`src/rtl/fetch_sequencer.sv`:
```
// Program counter owner and fetch sequencer for the 9-bit ISA core.
// Runs the start/done program handshake and counts cycles spent running.
module fetch_sequencer #(
  parameter int              PC_W       = 32,
  parameter logic [PC_W-1:0] START_ADDR = '0,
  parameter int              CNT_W      = 16
) (
  input  logic             clk,
  input  logic             reset,
  input  logic             start,
  input  logic             stall,
  input  logic             halt,
  input  logic             branch,
  input  logic             zero,
  input  logic [8:0]       instruction,
  output logic [PC_W-1:0]  pc,
  output logic             fetch_en,
  output logic             done,
  output logic [CNT_W-1:0] cycle_count
);

  typedef enum logic [1:0] {
    IDLE   = 2'd0,
    RUN    = 2'd1,
    HALTED = 2'd2
  } state_t;

  localparam logic [PC_W-1:0]  PC_ONE  = PC_W'(1);
  localparam logic [CNT_W-1:0] CNT_ONE = CNT_W'(1);

  state_t          state;
  logic [PC_W-1:0] offset;
  logic [PC_W-1:0] pc_seq;
  logic [1:0]      unused_opcode_bits;

  // Branch offset is always sign-extended from bit 6.
  assign offset             = {{(PC_W-7){instruction[6]}}, instruction[6:0]};
  assign pc_seq             = pc + PC_ONE;
  assign unused_opcode_bits = instruction[8:7];

  always_ff @(posedge clk or posedge reset) begin
    if (reset) begin
      state       <= IDLE;
      pc          <= START_ADDR;
      cycle_count <= '0;
      fetch_en    <= 1'b0;
      done        <= 1'b0;
    end else begin
      case (state)
        IDLE, HALTED: begin
          if (start) begin
            state       <= RUN;
            pc          <= START_ADDR;
            cycle_count <= '0;
            fetch_en    <= 1'b1;
            done        <= 1'b0;
          end
        end
        RUN: begin
          if (cycle_count != '1) begin
            cycle_count <= cycle_count + CNT_ONE;
          end
          // Stall is tested first so unknown branch/zero during a stall never reach pc.
          if (stall) begin
            pc <= pc;
          end else if (halt) begin
            state    <= HALTED;
            fetch_en <= 1'b0;
            done     <= 1'b1;
          end else if (branch && zero) begin
            pc <= pc_seq + offset;
          end else begin
            pc <= pc_seq;
          end
        end
        default: begin
          state    <= IDLE;
          fetch_en <= 1'b0;
          done     <= 1'b0;
        end
      endcase
    end
  end

endmodule

```
`config.mk`:
```
export PLATFORM = sky130hd
export DESIGN_NAME = fetch_sequencer
export DESIGN_NICKNAME = d
export VERILOG_FILES = /design/src/rtl/fetch_sequencer.sv
export SDC_FILE = /design/constraint.sdc
export NUM_CORES = 1
export LEC_CHECK = 0
export CORE_ASPECT_RATIO = 0.5
export CORE_MARGIN = 2
export CORE_UTILIZATION = 46
export CTS_CLUSTER_SIZE = 10
export DETAILED_ROUTE_END_ITERATION = 16
export PLACE_DENSITY = 0.8
export SYNTH_ARGS = -nofsm -noshare
export SYNTH_HDL_FRONTEND = slang
export SYNTH_SLANG_ARGS = --single-unit
```
`constraint.sdc`:
```
create_clock -name clk -period 4.2 [get_ports clk]
set_input_delay 0.63 -clock clk [delete_from_list [all_inputs] [get_ports clk]]
set_output_delay 0.63 -clock clk [all_outputs]
set_load 0.1 [all_outputs]
```
# ---- Word-level counts from Yosys, hierarchy flattened
# Index checks and enable logic that the tools add are counted.
# Widths: inputs -> output; s select.
dict set report op_classes {
  n_mux 20
  n_reduce_logical 7
  eq_ne 8
  addsub 3
}
# cell n
set op_table {}
lappend op_table {{$mux 32} 4}
lappend op_table {{$pmux 32 s2} 1}
lappend op_table {{$add 32x1->32 const B} 1}
lappend op_table {{$add 32x32->32} 1}
lappend op_table {{$mux 16} 2}
lappend op_table {{$pmux 16 s2} 1}
lappend op_table {{$add 16x1->16 const B} 1}
lappend op_table {{$ne 16x16->1 const B} 1}
lappend op_table {{$ne 2x2->1 const B} 5}
lappend op_table {{$mux 1} 6}
lappend op_table {{$mux 2} 3}
lappend op_table {{$reduce_and 3->1} 2}
lappend op_table {{$pmux 1 s2} 2}
lappend op_table {{$pmux 2 s2} 1}
lappend op_table {{$reduce_and 4->1} 1}
lappend op_table {{$eq 2x1->1 const B} 1}
lappend op_table {{$eq 2x2->1 const B} 1}
lappend op_table {{$logic_not 2->1} 1}
lappend op_table {{$reduce_bool 2->1} 1}
lappend op_table {{$reduce_or 2->1} 1}
lappend op_table {{$logic_and 1x1->1} 1}
dict set report totals {
  out_inout_bits 50
  regBits 52
  in_bits 16
  wordCells 43
}

# ---- Logic depth before layout (Yosys ltp)
# Gate-level depths: netlist of run 1.
dict set report depth {
  depth_word 6
  depth_mapped 17
  depth_no_buf 15
}

# ---- Worst setup path after synthesis of run 1
# Ideal clock, no wire load.
dict set report synth_path {
  path_type {register to register}
  start {register pc[0]}
  end {register pc[29]}
  t_required_ps 4025
  n_path_buf 1
  t_arrival_ps 4240
  period_less_slack_ps 4415
  setup_ps 175
  stages_incl_launch_ff 17
  path_slack_ps -215
  path_cell_list {dfrtp_1 ha_1 nand3_1 or4_4 nor2_1 nand3_1 xnor2_1 ha_1 clkbuf_1 a21oi_1 o21ai_0 a221oi_1 nand3b_1 o221ai_1 o21ai_0 xnor2_1 o221ai_1}
}
dict set report synth_via {
  elab_chain_cells 6
}
# element line
set synth_rtl {}
lappend synth_rtl {{start, declared} 16} ;# output logic [PC_W-1:0] pc,
lappend synth_rtl {{start signal, assigned} 65} ;# pc <= pc;
lappend synth_rtl {{start signal, assigned} 71} ;# pc <= pc_seq + offset;
lappend synth_rtl {{start signal, assigned} 73} ;# pc <= pc_seq;
lappend synth_rtl {{$add 32x1->32 (*)} 38} ;# assign pc_seq = pc + PC_ONE;
lappend synth_rtl {{$add 32x32->32} 71}
lappend synth_rtl {{$mux 32 (*)} 70} ;# end else if (branch && zero) begin
lappend synth_rtl {{$mux 32 (*)} 66} ;# end else if (halt) begin
lappend synth_rtl {{$mux 32 (*)} 64} ;# if (stall) begin
lappend synth_rtl {{$pmux 32 s2 (*)} 49} ;# case (state)
# Every way passes the cells marked *; elsewhere a longest branch is shown, timed or not. The select of a mux whose other input is x is not followed.
# A chain may end at the register's enable or synchronous reset.

# ---- Worst setup path after layout of run 1
dict set report layout_path {
  start {register pc[2]}
  end {register pc[29]}
}
# The elaborated chain is that of the path after synthesis.

==> impl_results.md, run 1 <==
- Status: completed
- Clock power frac: 0.143
- DR WL/cell: around 17 um
- Post-route cell area: 5840 sq um
- Worst path cell trace: and3_1 > nand2_1 > or4_1 > nor2_1 > nand3_1 > xnor2_1 > ha_1 > nand2_1 > o21ai_0 > a221oi_2 > nand3b_1 > o221ai_1 > o21ai_0 > xnor2_1 > o221ai_1
- Max Transition Viols Final: 0
- Grt total ovfl: 0
- First-pass GRT wire length: 22,000 um
- Top cell family by delay on the critical path: simple AND/OR/NAND/NOR gates
- Clock skew: about 0.0048 ns
- CP max stage delay: 0.59 ns
- Initial core utilization: 0.476
- Worst min path class: flip-flop to flip-flop
- Layout Nets: 723
- Area delta synth->final: 19.9%
- Hold_buf cts: 0
- Die Wd: approximately 150 um
- Min Tclk post-route: 3.93 ns
- FMAX: 0.255 GHz
- Post-route antenna net violation count: 0
- FILL cells: 920
- Syn. warnings: 0
- Core footprint: 10,200 sq um
- H-tree levels: 2
- Pint: between 1 and 1.5 mW
- Drt total wl: roughly 13,000 um
- Hold path endpoint: cycle_count[5]$_DFFE_PP0P_
- CTS buffer count: 5
- Via count: 4,915
- Clock latency on the worst-skew pair: 0.30 ns
- Final period util: 0.935
- Vias in the first global route: 4,464
- Hold WS: between 0.5 and 0.6 ns
- Net count after synthesis: 665
- Final Power: 3.10 mW
- CP Class: flip-flop to flip-flop
- Final Hold Violating Endpoints: 0
- Hold Startpoint: cycle_count[5]$_DFFE_PP0P_
- Critical Path AT: 4.09 ns
- Cell variety after synth: 70
- Max IR drop VDD: around 190 uV
- Post-synth ARST share: 1.00
- Die height: 76.8 um
- Hold path depth: 1
- R2R Setup Slk: 0.27 ns
- Final cell utilization of the core: 0.570
- Initial antenna violation count: 0
- GP Congestion: 0.984
- Detail Placement HPWL: slightly below 10,000 um
- Largest net degree at the start of global routing: 52
- Number of synthesized flops with an enable pin: 0
- Leak pwr: 2.50 nW
- Post-CTS Repair Setup Buffers: 0
- Post-cts sizing count: 0
- Setup-failing EPs final: 0
- Comb power frac: 0.619
- Most common cell after layout, fill and taps aside: clkdlybuf4s50_1
- Clock root cell: clkbuf_16
- Register area share after synthesis: 0.262
- R2R depth: 15
- Clk pin slew, worst setup/hold paths: around 0.080 ns
- Ports: 66
- Busiest layer in global routing: met2
- Slew margin rel.: 0.255
- Pwr dens: 530 nW/um^2
- Sequential share of power: 0.238
- Met2 GRT Util: 0.378
- CTS tree: built
- CP max FO: 7
- Remaining DRCs: 0
- GR Util met3: 0.0363
- Row cnt: 26
- RSZ-0062 raised after global routing: false
- 1st-iter DRT viols: between 400 and 500
- Synthesized area: 4880 sq um
- Placed Instance Area: ~5700 sq um
- Syn Inst Count: 609
- Slew @ Worst Pin: about 1.1 ns
- Final setup TNS: 0 ns
- Number of diodes: 0
- FF-to-FF Start: pc[2]$_DFFE_PP0P_
- Critical R2R Capture: pc[29]$_DFFE_PP0P_
- Net Sw Power: 1.69 mW
- CP endpoint kind: flip-flop
- Most frequent cells in the layout: 63 x clkdlybuf4s50_1, 58 x o21ai_0, 57 x nand2_1
- Max-Cap Viols: 0
- Avg Vias per Cell: 6.08
- CTS Sinks: between 50 and 60
- Avg Synthesized Cell Area: 8.01 sq um
- Multi-input combinational cell area: 3400 sq um
- Drt pass-1 iters: 5
- Longest Clk Path Bufs: 2
- Storage element area: 1290 sq um
- Most common flop cell mapped by yosys: dfrtp_1
- Startpoint Class: flip-flop
- I/O Buffers: between 60 and 70
- Share of cells above drive strength 1: 0.0763
- Gr usage total: 0.235
- Critical Path Slowest Stage Cell: or4_1
- GR Util met1: 0.337
- WP data required: 4.36 ns
- Die ar.: ~11,000 sq um
- Switching share of total power: 0.547
- CP bufs+invs: 0
- Synth Register Bits: 51
[logic make-up (layout without fill, tap and decap cells)]
kind of cell | after synthesis | in the layout | share of synthesized area
adder cells (fa/ha/maj) | 40 | 40 | 0.104
XOR/XNOR | 62 | 62 | 0.111
buffers and inverters | 46 | 105 | 0.0426
multiplexers | 1 | 1 | 0.00205
AND/OR/NAND/NOR | 217 | 217 | 0.230
AO/OA/AOI/OAI | 192 | 192 | 0.248
flip-flops | 51 | 51 | 0.262
[area by class of cell]
class	instances	area share
multi-input cells	512	0.581
flip-flops and latches	51	0.220
repair buffers	79	0.131
well taps	140	0.0300
clock buffers	5	0.0214
inverters	18	0.0116
clock inverters	3	0.00492
[registers in the layout (all words and copies together) (netlist names)]
name / count
done: 1
pc: 32
cycle_count: 16
state: 1
fetch_en: 1
[per-layer routing]
metal  vias to the layer above  wire length [um]
li1                       2374                 -
met2                       178              6170
met3                         7               969
met4                         0                68
met5                         -                 0
met1                      2356              6270
[metrics by stage]
step / setup slack, ns / std cells
final: 0.272 / 808
after CTS: 0.273 / 808
after global placement: 0.339 / 800
after global routing: 0.00157 / 808
after detailed placement: 0.315 / 800
after floorplan: 0.0111 / 609
[worst max-delay path by stage]
stage	startpoint	end	slack, ns	cells past startpoint
detailed placement	pc[2]$_DFFE_PP0P_	pc[29]$_DFFE_PP0P_	0.32	14
CTS	pc[0]$_DFFE_PP0P_	pc[27]$_DFFE_PP0P_	0.27	15
global route	pc[0]$_DFFE_PP0P_	pc[29]$_DFFE_PP0P_	0.002	15
global placement	pc[2]$_DFFE_PP0P_	pc[29]$_DFFE_PP0P_	0.34	14
floorplan	pc[10]$_DFFE_PP0P_	pc[29]$_DFFE_PP0P_	0.01	15
finish	pc[2]$_DFFE_PP0P_	pc[29]$_DFFE_PP0P_	0.27	15
[power by group through the flow]
stage	logic (mW)	clock network [mW]	registers [mW]
after floorplan	0.847	0	1.33
after global placement	1.86	0	0.738
after detailed placement	1.89	0	0.744
after CTS	1.90	0.449	0.736
after global routing	2.05	0.470	0.757
final	1.92	0.443	0.737
[synth_stat cells (all sizes together) (2+ instances only)]
cell / n / area share
or3: 8 / 0.011
nand4: 13 / 0.017
a22o: 2 / 0.0036
nor4: 6 / 0.012
nor2b: 2 / 0.0026
buf: 5 / 0.0074
nor3: 15 / 0.015
a211oi: 7 / 0.011
nand3: 37 / 0.043
o31ai: 2 / 0.0031
a22oi: 13 / 0.020
and2: 5 / 0.0064
and3: 17 / 0.022
xor2: 26 / 0.047
nor2: 38 / 0.029
a21oi: 53 / 0.055
a41oi: 2 / 0.0036
inv: 18 / 0.014
nand2b: 9 / 0.012
o41ai: 2 / 0.0051
o22ai: 3 / 0.0038
o2111ai: 4 / 0.0072
nand2: 57 / 0.044
a31o: 3 / 0.0054
nand3b: 2 / 0.0031
and4: 3 / 0.0054
a31oi: 7 / 0.010
clkbuf: 22 / 0.019
ha: 39 / 0.10
o21bai: 2 / 0.0031
or4: 2 / 0.0038
xnor2: 36 / 0.065
o21ai: 60 / 0.062
dfrtp: 51 / 0.26
o221ai: 3 / 0.0054
o31a: 2 / 0.0036
o211ai: 4 / 0.0062
a21o: 12 / 0.018
Note: power is estimated with default switching activity, not from simulation.
==> inputs of run 2 (changes only) <==
--- a/config.mk
+++ b/config.mk
@@ -7,10 +7,12 @@
 export LEC_CHECK = 0
 export CORE_ASPECT_RATIO = 0.5
 export CORE_MARGIN = 2
-export CORE_UTILIZATION = 46
+export CORE_UTILIZATION = 50
 export CTS_CLUSTER_SIZE = 10
 export DETAILED_ROUTE_END_ITERATION = 16
-export PLACE_DENSITY = 0.8
+export PLACE_DENSITY = 0.85
+export SETUP_SLACK_MARGIN = 0.4
 export SYNTH_ARGS = -nofsm -noshare
 export SYNTH_HDL_FRONTEND = slang
 export SYNTH_SLANG_ARGS = --single-unit
+export TNS_END_PERCENT = 30
==> run 2 against run 1 <==
Against the previous run: utilization up 8.1 points; sequential power up 2%; global-route usage up 2.6 points; cell count up 0.62%; non-clock buffer count up 10; die area down 7.7%; first-iteration DRC count down 13%; largest cell class unchanged; highest routed layer unchanged.
==> impl_results.md, run 2 (synthesized netlist as in run 1, its figures left out) <==
- Final setup TNS: 0 ns (unchanged)
- Most frequent cells in the layout: 63 x clkdlybuf4s50_1, 57 x nand2_1, 55 x o21ai_0 (was 63 x clkdlybuf4s50_1, 58 x o21ai_0, 57 x nand2_1)
- Final Power: 3.20 mW (was 3.10 mW)
- Number of diodes: 0 (unchanged)
- Met3 WL: 1020 um (was 969 um)
- CTS buffer count: 5 (unchanged)
- Post-Route M1 WL: 6590 um (was 6270 um)
- Final period util: 0.881 (was 0.935)
- Post-route cell area: 6160 sq um (was 5840 sq um)
- Status: completed (unchanged)
- Met2 routed WL: 6330 um (was 6170 um)
- Drt total wl: 14,100 um (was 13,500 um)
- Placed Instance Area: 5710 sq um (was 5680 sq um)
- CTS Sinks: 51 (unchanged)
- Max reg flops: 32 (unchanged)
- Row cnt: 25 (was 26)
- Min Tclk post-route: 3.70 ns (was 3.93 ns)
- Biggest register: pc (unchanged)
- WP data required: 4.38 ns (was 4.36 ns)
- Initial antenna violation count: 0 (unchanged)
- Core footprint: 9450 sq um (was 10,200 sq um)
- Startpoint Class: flip-flop (unchanged)
- CP max FO: 5 (was 7)
- Max IR drop VDD: 258 uV (was 194 uV)
- Vias in the first global route: 4,461 (was 4,464)
- Slew @ Worst Pin: 1.01 ns (was 1.12 ns)
- Die height: 73.8 um (was 76.8 um)
- Area delta synth->final: 26.3% (was 19.9%)
- Clk pin slew, worst setup/hold paths: 0.08 ns (about the same)
- Clock latency on the worst-skew pair: 0.30 ns (about the same)
- Pre-CTS WS: 0.369 ns (was 0.315 ns)
- Ports: 66 (unchanged)
- FMAX: 0.270 GHz (was 0.255 GHz)
- Avg Vias per Cell: 6.23 (was 6.08)
- Worst min path class: flip-flop to flip-flop (unchanged)
- Most common cell after layout, fill and taps aside: clkdlybuf4s50_1 (unchanged)
- Die Wd: 144 um (was 150 um)
- Max-Cap Viols: 0 (unchanged)
- CP Class: flip-flop to flip-flop (unchanged)
- DR WL/cell: 17.3 um (was 16.7 um)
- Post-route antenna net violation count: 0 (unchanged)
- GP Congestion: 0.954 (was 0.984)
- Leak pwr: 2.60 nW (was 2.50 nW)
- Longest Clk Path Bufs: 2 (unchanged)
- Largest net degree at the start of global routing: 37 (was 52)
- Clock root cell: clkbuf_16 (unchanged)
- Clock skew: 0.00414 ns (was 0.00484 ns)
- Initial core utilization: 0.516 (was 0.476)
- Via count: 5,069 (was 4,915)
- CTS tree: built (unchanged)
- Slew margin rel.: 0.321 (was 0.255)
- Setup-failing EPs final: 0 (unchanged)
- Setup WS post-layout: 0.498 ns (was 0.272 ns)
- Drt pass-1 iters: 6 (was 5)
- Top Layer Used: met4 (unchanged)
- Share of cells above drive strength 1: 0.156 (was 0.0763)
- RSZ-0062 raised after global routing: true (was false)
- Critical Path AT: 3.88 ns (was 4.09 ns)
- Gr usage total: 0.260 (was 0.235)
- I/O Buffers: 63 (unchanged)
- Detail Placement HPWL: 9820 um (was 9880 um)
- Regs by FF count: pc x32, cycle_count x16 (unchanged)
- H-tree levels: 2 (unchanged)
- Grt total ovfl: 0 (unchanged)
- Final Hold Violating Endpoints: 0 (unchanged)
- FILL cells: 782 (was 920)
- Pwr dens: 519 nW/um^2 (was 530 nW/um^2)
- CP endpoint kind: flip-flop (unchanged)
- 1st-iter DRT viols: 373 (was 427)
- Max Transition Viols Final: 0 (unchanged)
- Die ar.: 10,600 sq um (was 11,500 sq um)
- Layout Nets: 733 (was 723)
- Remaining DRCs: 0 (unchanged)
- First-pass GRT wire length: 22,000 um (about the same)
-- run 2: cell count changes in the layout (fill, tap and decap cells not counted), moves of 3 or more --
cell     before  now
ha_4          0    4
ha_1         39   34
buf_4        15   26
o21ai_2       0    3
nand3_1      34   31
dfrtp_1      43   30
xnor2_1      36   32
a21oi_1      52   49
o21ai_0      58   55
xnor2_2       0    4
nor2_1       38   34
a21oi_2       1    4
dfrtp_2       8   21
-- run 2: area by class of cell --
cell class | count | area (sq um) | share of cell area
inverters | 18 | 67.6 | 0.0110
repair buffers | 89 | 826 | 0.134
well taps | 135 | 169 | 0.0274
clock inverters | 3 | 28.8 | 0.00467
flip-flops and latches | 51 | 1300 | 0.212
multi-input cells | 512 | 3640 | 0.591
clock buffers | 5 | 125 | 0.0203
-- run 2: worst paths after layout --
check                                           start                         end  slack (ns)  depth (start not counted)
max                                 pc[0]$_DFFE_PP0P_          pc[27]$_DFFE_PP0P_        0.50                         15
min                        cycle_count[5]$_DFFE_PP0P_  cycle_count[5]$_DFFE_PP0P_        0.52                          1
max reg2reg                         pc[0]$_DFFE_PP0P_          pc[27]$_DFFE_PP0P_        0.50                         15
min reg2reg                cycle_count[5]$_DFFE_PP0P_  cycle_count[5]$_DFFE_PP0P_        0.52                          1
max in group asynchronous                       reset           pc[4]$_DFFE_PP0P_        2.63                          3
min in group asynchronous                       reset          pc[29]$_DFFE_PP0P_        0.82                          2
-- run 2: metrics by stage --
stage,hold slack [ns],cells,util
final,0.522,813,0.652
after global routing,0.547,813,0.652
after CTS,0.509,799,0.621
after detailed placement,0.499,791,0.604
after global placement,0.506,791,0.604
after floorplan,0.511,609,-
-- run 2: power by group --
group	switching (mW)	internal (mW)
Sequential	0.163	0.592
Clock	0.220	0.228
Combinational	1.36	0.634
-- run 2: worst max-delay path, cell delays in order (launching register included) --
cell and delay, ns:
dfrtp_2 0.42, ha_4 0.16, nand3_2 0.10, or4_4 0.59
nor3_4 0.28, and3_4 0.25, xor2_4 0.19, ha_4 0.25
nand2_1 0.11, inv_1 0.08, a22o_1 0.20, a311o_1 0.34
o21ai_2 0.17, nand2_1 0.07, a41oi_1 0.25, o211ai_1 0.12
-- run 2: layer usage --
metal / track usage / vias up
met5: 0 / -
met4: 0.0490 / 0
met3: 0.0378 / 18
met2: 0.421 / 224
met1: 0.375 / 2439
li1: - / 2388
-- run 2: timing repair --
item / in CTS / in global routing
resized for setup: 1 / 35
buffers inserted: 0 / 14
endpoints found under the setup margin: 4 / 11
pin swaps: 0 / 19
hold buffers: 0 / 0
==> inputs of run 3 (changes only) <==
--- a/config.mk
+++ b/config.mk
@@ -6,7 +6,6 @@
 export NUM_CORES = 1
 export LEC_CHECK = 0
 export CORE_ASPECT_RATIO = 0.5
-export CORE_MARGIN = 2
 export CORE_UTILIZATION = 50
 export CTS_CLUSTER_SIZE = 10
 export DETAILED_ROUTE_END_ITERATION = 16
==> constraint.sdc (replaced) <==
create_clock -name clk -period 4.2 [get_ports clk]
set_input_delay 0.42 -clock clk [delete_from_list [all_inputs] [get_ports clk]]
set_output_delay 0.42 -clock clk [all_outputs]
set_load 0.1 [all_outputs]
==> run 3 against run 2 <==
Against the previous run: worst setup slack worse by 0.10 ns; clock power up 1%; worst hold slack worse by 0.047 ns; wire length up 0.28%; global-route usage up 1.5 points; largest power group unchanged.
==> impl_results.md, run 3 (synthesized netlist as in run 1, its figures left out) <==
- Status: completed (unchanged)
- Final cell utilization of the core: 0.650 (was 0.652)
- CP endpoint kind: flip-flop (unchanged)
- Hold WS: 0.475 ns (was 0.522 ns)
- GP Congestion: 0.964 (was 0.954)
- Worst path cell trace: ha_4 > nand3_4 > or4_4 > nor3_4 > and3_4 > xor2_2 > ha_4 > nand2_1 > inv_1 > a22o_1 > a311o_1 > o21ai_2 > nand2_1 > a41oi_1 > o211ai_1 (was ha_4 > nand3_2 > or4_4 > nor3_4 > and3_4 > xor2_4 > ha_4 > nand2_1 > inv_1 > a22o_1 > a311o_1 > o21ai_2 > nand2_1 > a41oi_1 > o211ai_1)
- Longest Clk Path Bufs: 2 (unchanged)
- Clk pin slew, worst setup/hold paths: 0.08 ns (about the same)
- Min Tclk post-route: 3.80 ns (was 3.70 ns)
- DR WL/cell: 17.3 um (about the same)
- Post-route antenna net violation count: 0 (unchanged)
- Most common cell after layout, fill and taps aside: clkdlybuf4s50_1 (unchanged)
- R2R depth: 15 (unchanged)
- CP max FO: 5 (unchanged)
- CTS buffer count: 5 (unchanged)
- Hold_buf cts: 0 (unchanged)
- Via count: 5,077 (was 5,069)
- CTS Sinks: 51 (unchanged)
- Max-Cap Viols: 0 (unchanged)
- Max reg flops: 32 (unchanged)
- Initial core utilization: 0.516 (unchanged)
- Drt pass-1 iters: 5 (was 6)
- Most frequent cells in the layout: 63 x clkdlybuf4s50_1, 57 x nand2_1, 54 x o21ai_0 (was 63 x clkdlybuf4s50_1, 57 x nand2_1, 55 x o21ai_0)
- Worst min path class: input port to asynchronous set/reset pin (was flip-flop to flip-flop)
- Setup-failing EPs final: 0 (unchanged)
- Clock latency on the worst-skew pair: 0.31 ns (was 0.30 ns)
- Die Wd: 142 um (was 144 um)
- Max IR drop VDD: 238 uV (was 258 uV)
- Share of cells above drive strength 1: 0.153 (was 0.156)
- CTS tree: built (unchanged)
- H-tree levels: 2 (unchanged)
- Critical Path AT: 3.96 ns (was 3.88 ns)
- Biggest register: pc (unchanged)
- CP max stage delay: 0.62 ns (was 0.59 ns)
- Fin cells: 814 (was 813)
- Row cnt: 25 (unchanged)
- Startpoint Class: flip-flop (unchanged)
- Critical R2R Capture: pc[27]$_DFFE_PP0P_ (unchanged)
- Final setup TNS: 0 ns (unchanged)
- Drt total wl: 14,100 um (about the same)
- FMAX: 0.263 GHz (was 0.270 GHz)
- R2R Setup Slk: 0.40 ns (was 0.50 ns)
- Core footprint: 9450 sq um (unchanged)
- Leak pwr: 2.61 nW (was 2.60 nW)
- Initial antenna violation count: 0 (unchanged)
- Vias in the first global route: 4,565 (was 4,461)
- Slew margin rel.: 0.322 (was 0.321)
- Die height: 71.8 um (was 73.8 um)
- Largest net degree at the start of global routing: 30 (was 37)
- Clock root cell: clkbuf_16 (unchanged)
- Layout Nets: 734 (was 733)
- Detail Placement HPWL: 9960 um (was 9820 um)
- FF-to-FF Start: pc[0]$_DFFE_PP0P_ (unchanged)
- Gr usage total: 0.276 (was 0.260)
- Remaining DRCs: 0 (unchanged)
- Avg Vias per Cell: 6.24 (was 6.23)
- Slew @ Worst Pin: 1.01 ns (about the same)
- RSZ-0062 raised after global routing: true (unchanged)
- Max Transition Viols Final: 0 (unchanged)
- Regs by FF count: pc x32, cycle_count x16 (unchanged)
- Ports: 66 (unchanged)
- Number of diodes: 0 (unchanged)
- Pwr dens: 522 nW/um^2 (was 519 nW/um^2)
- Area delta synth->final: 26.0% (was 26.3%)
- Grt total ovfl: 0 (unchanged)
- CP Class: flip-flop to flip-flop (unchanged)
- 1st-iter DRT viols: 556 (was 373)
- Critical Path Slowest Stage Cell: or4_4 (unchanged)
- Post-route cell area: 6140 sq um (was 6160 sq um)
- Placed Cells: 790 (was 791)
- Final period util: 0.906 (was 0.881)
- Final Hold Violating Endpoints: 0 (unchanged)
- Placed Instance Area: 5700 sq um (was 5710 sq um)
- I/O Buffers: 63 (unchanged)
- Clock skew: 0.00650 ns (was 0.00414 ns)
- Die ar.: 10,200 sq um (was 10,600 sq um)
- WP data required: 4.36 ns (was 4.38 ns)
- FILL cells: 782 (unchanged)
- First-pass GRT wire length: 22,100 um (was 22,000 um)
run 3: worst max path at each step:
| stage | start | to | slack (ns) | cells after the start |
|---|---|---|---|---|
| 6_report | pc[0]$_DFFE_PP0P_ | pc[27]$_DFFE_PP0P_ | 0.40 | 15 |
| 2_1_floorplan | pc[2]$_DFFE_PP0P_ | pc[29]$_DFFE_PP0P_ | 0.32 | 16 |
| 5_1_grt | pc[0]$_DFFE_PP0P_ | pc[29]$_DFFE_PP0P_ | 0.30 | 15 |
| 3_5_place_dp | pc[0]$_DFFE_PP0P_ | pc[27]$_DFFE_PP0P_ | 0.30 | 15 |
| 3_3_place_gp | pc[0]$_DFFE_PP0P_ | pc[27]$_DFFE_PP0P_ | 0.38 | 15 |
| 4_1_cts | pc[0]$_DFFE_PP0P_ | pc[27]$_DFFE_PP0P_ | 0.37 | 15 |
run 3: power by group:
group / switching (mW) / internal (mW) / total [mW] / leakage, nW
combinational: 1.37 / 0.633 / 2.00 / 1.87
sequential: 0.161 / 0.592 / 0.753 / 0.662
clock: 0.227 / 0.229 / 0.455 / 0.0759
total: 1.76 / 1.45 / 3.21 / 2.61
run 3: final cells by class:
class                   instances  area [sq um]  area share
multi-input cells             512          3610       0.588
flip-flops and latches         51          1300       0.212
repair buffers                 90           837       0.136
well taps                     135           169      0.0275
clock buffers                   5           125      0.0204
inverters                      18          67.6      0.0110
clock inverters                 3          28.8     0.00468
run 3: critical path, delay by kind of cell (launching register included):
family / cells / cell delay [ns]
and+or+nand+nor: 6 / 1.37
adders and majority gates: 2 / 0.42
xor gates and xnor gates: 1 / 0.19
AOI/OAI and AO/OA: 5 / 1.15
DFF: 1 / 0.42
buffers and inverters: 1 / 0.08
run 3: stage by stage:
stage          total power [mW]  setup slack [ns]
2_1_floorplan              2.21             0.316
3_3_place_gp               2.61             0.381
3_5_place_dp               2.66             0.301
4_1_cts                    3.12             0.374
5_1_grt                    3.37             0.305
6_report                   3.21             0.396
run 3: repair_timing:
action / in CTS / in global routing
setup endpoints to repair: 3 / 11
gates resized for setup: 2 / 34
setup buffers: 0 / 16
pin swaps: 0 / 21
gates cloned: 0 / 0
run 3: metal layers:
| metal | vias up | wire, um | global-route usage |
|---|---|---|---|
| li1 | 2387 | - | - |
| met2 | 250 | 6440 | 0.449 |
| met3 | 32 | 1200 | 0.0481 |
| met4 | 0 | 235 | 0.0717 |
| met5 | - | 0 | 0 |
| met1 | 2408 | 6240 | 0.382 |
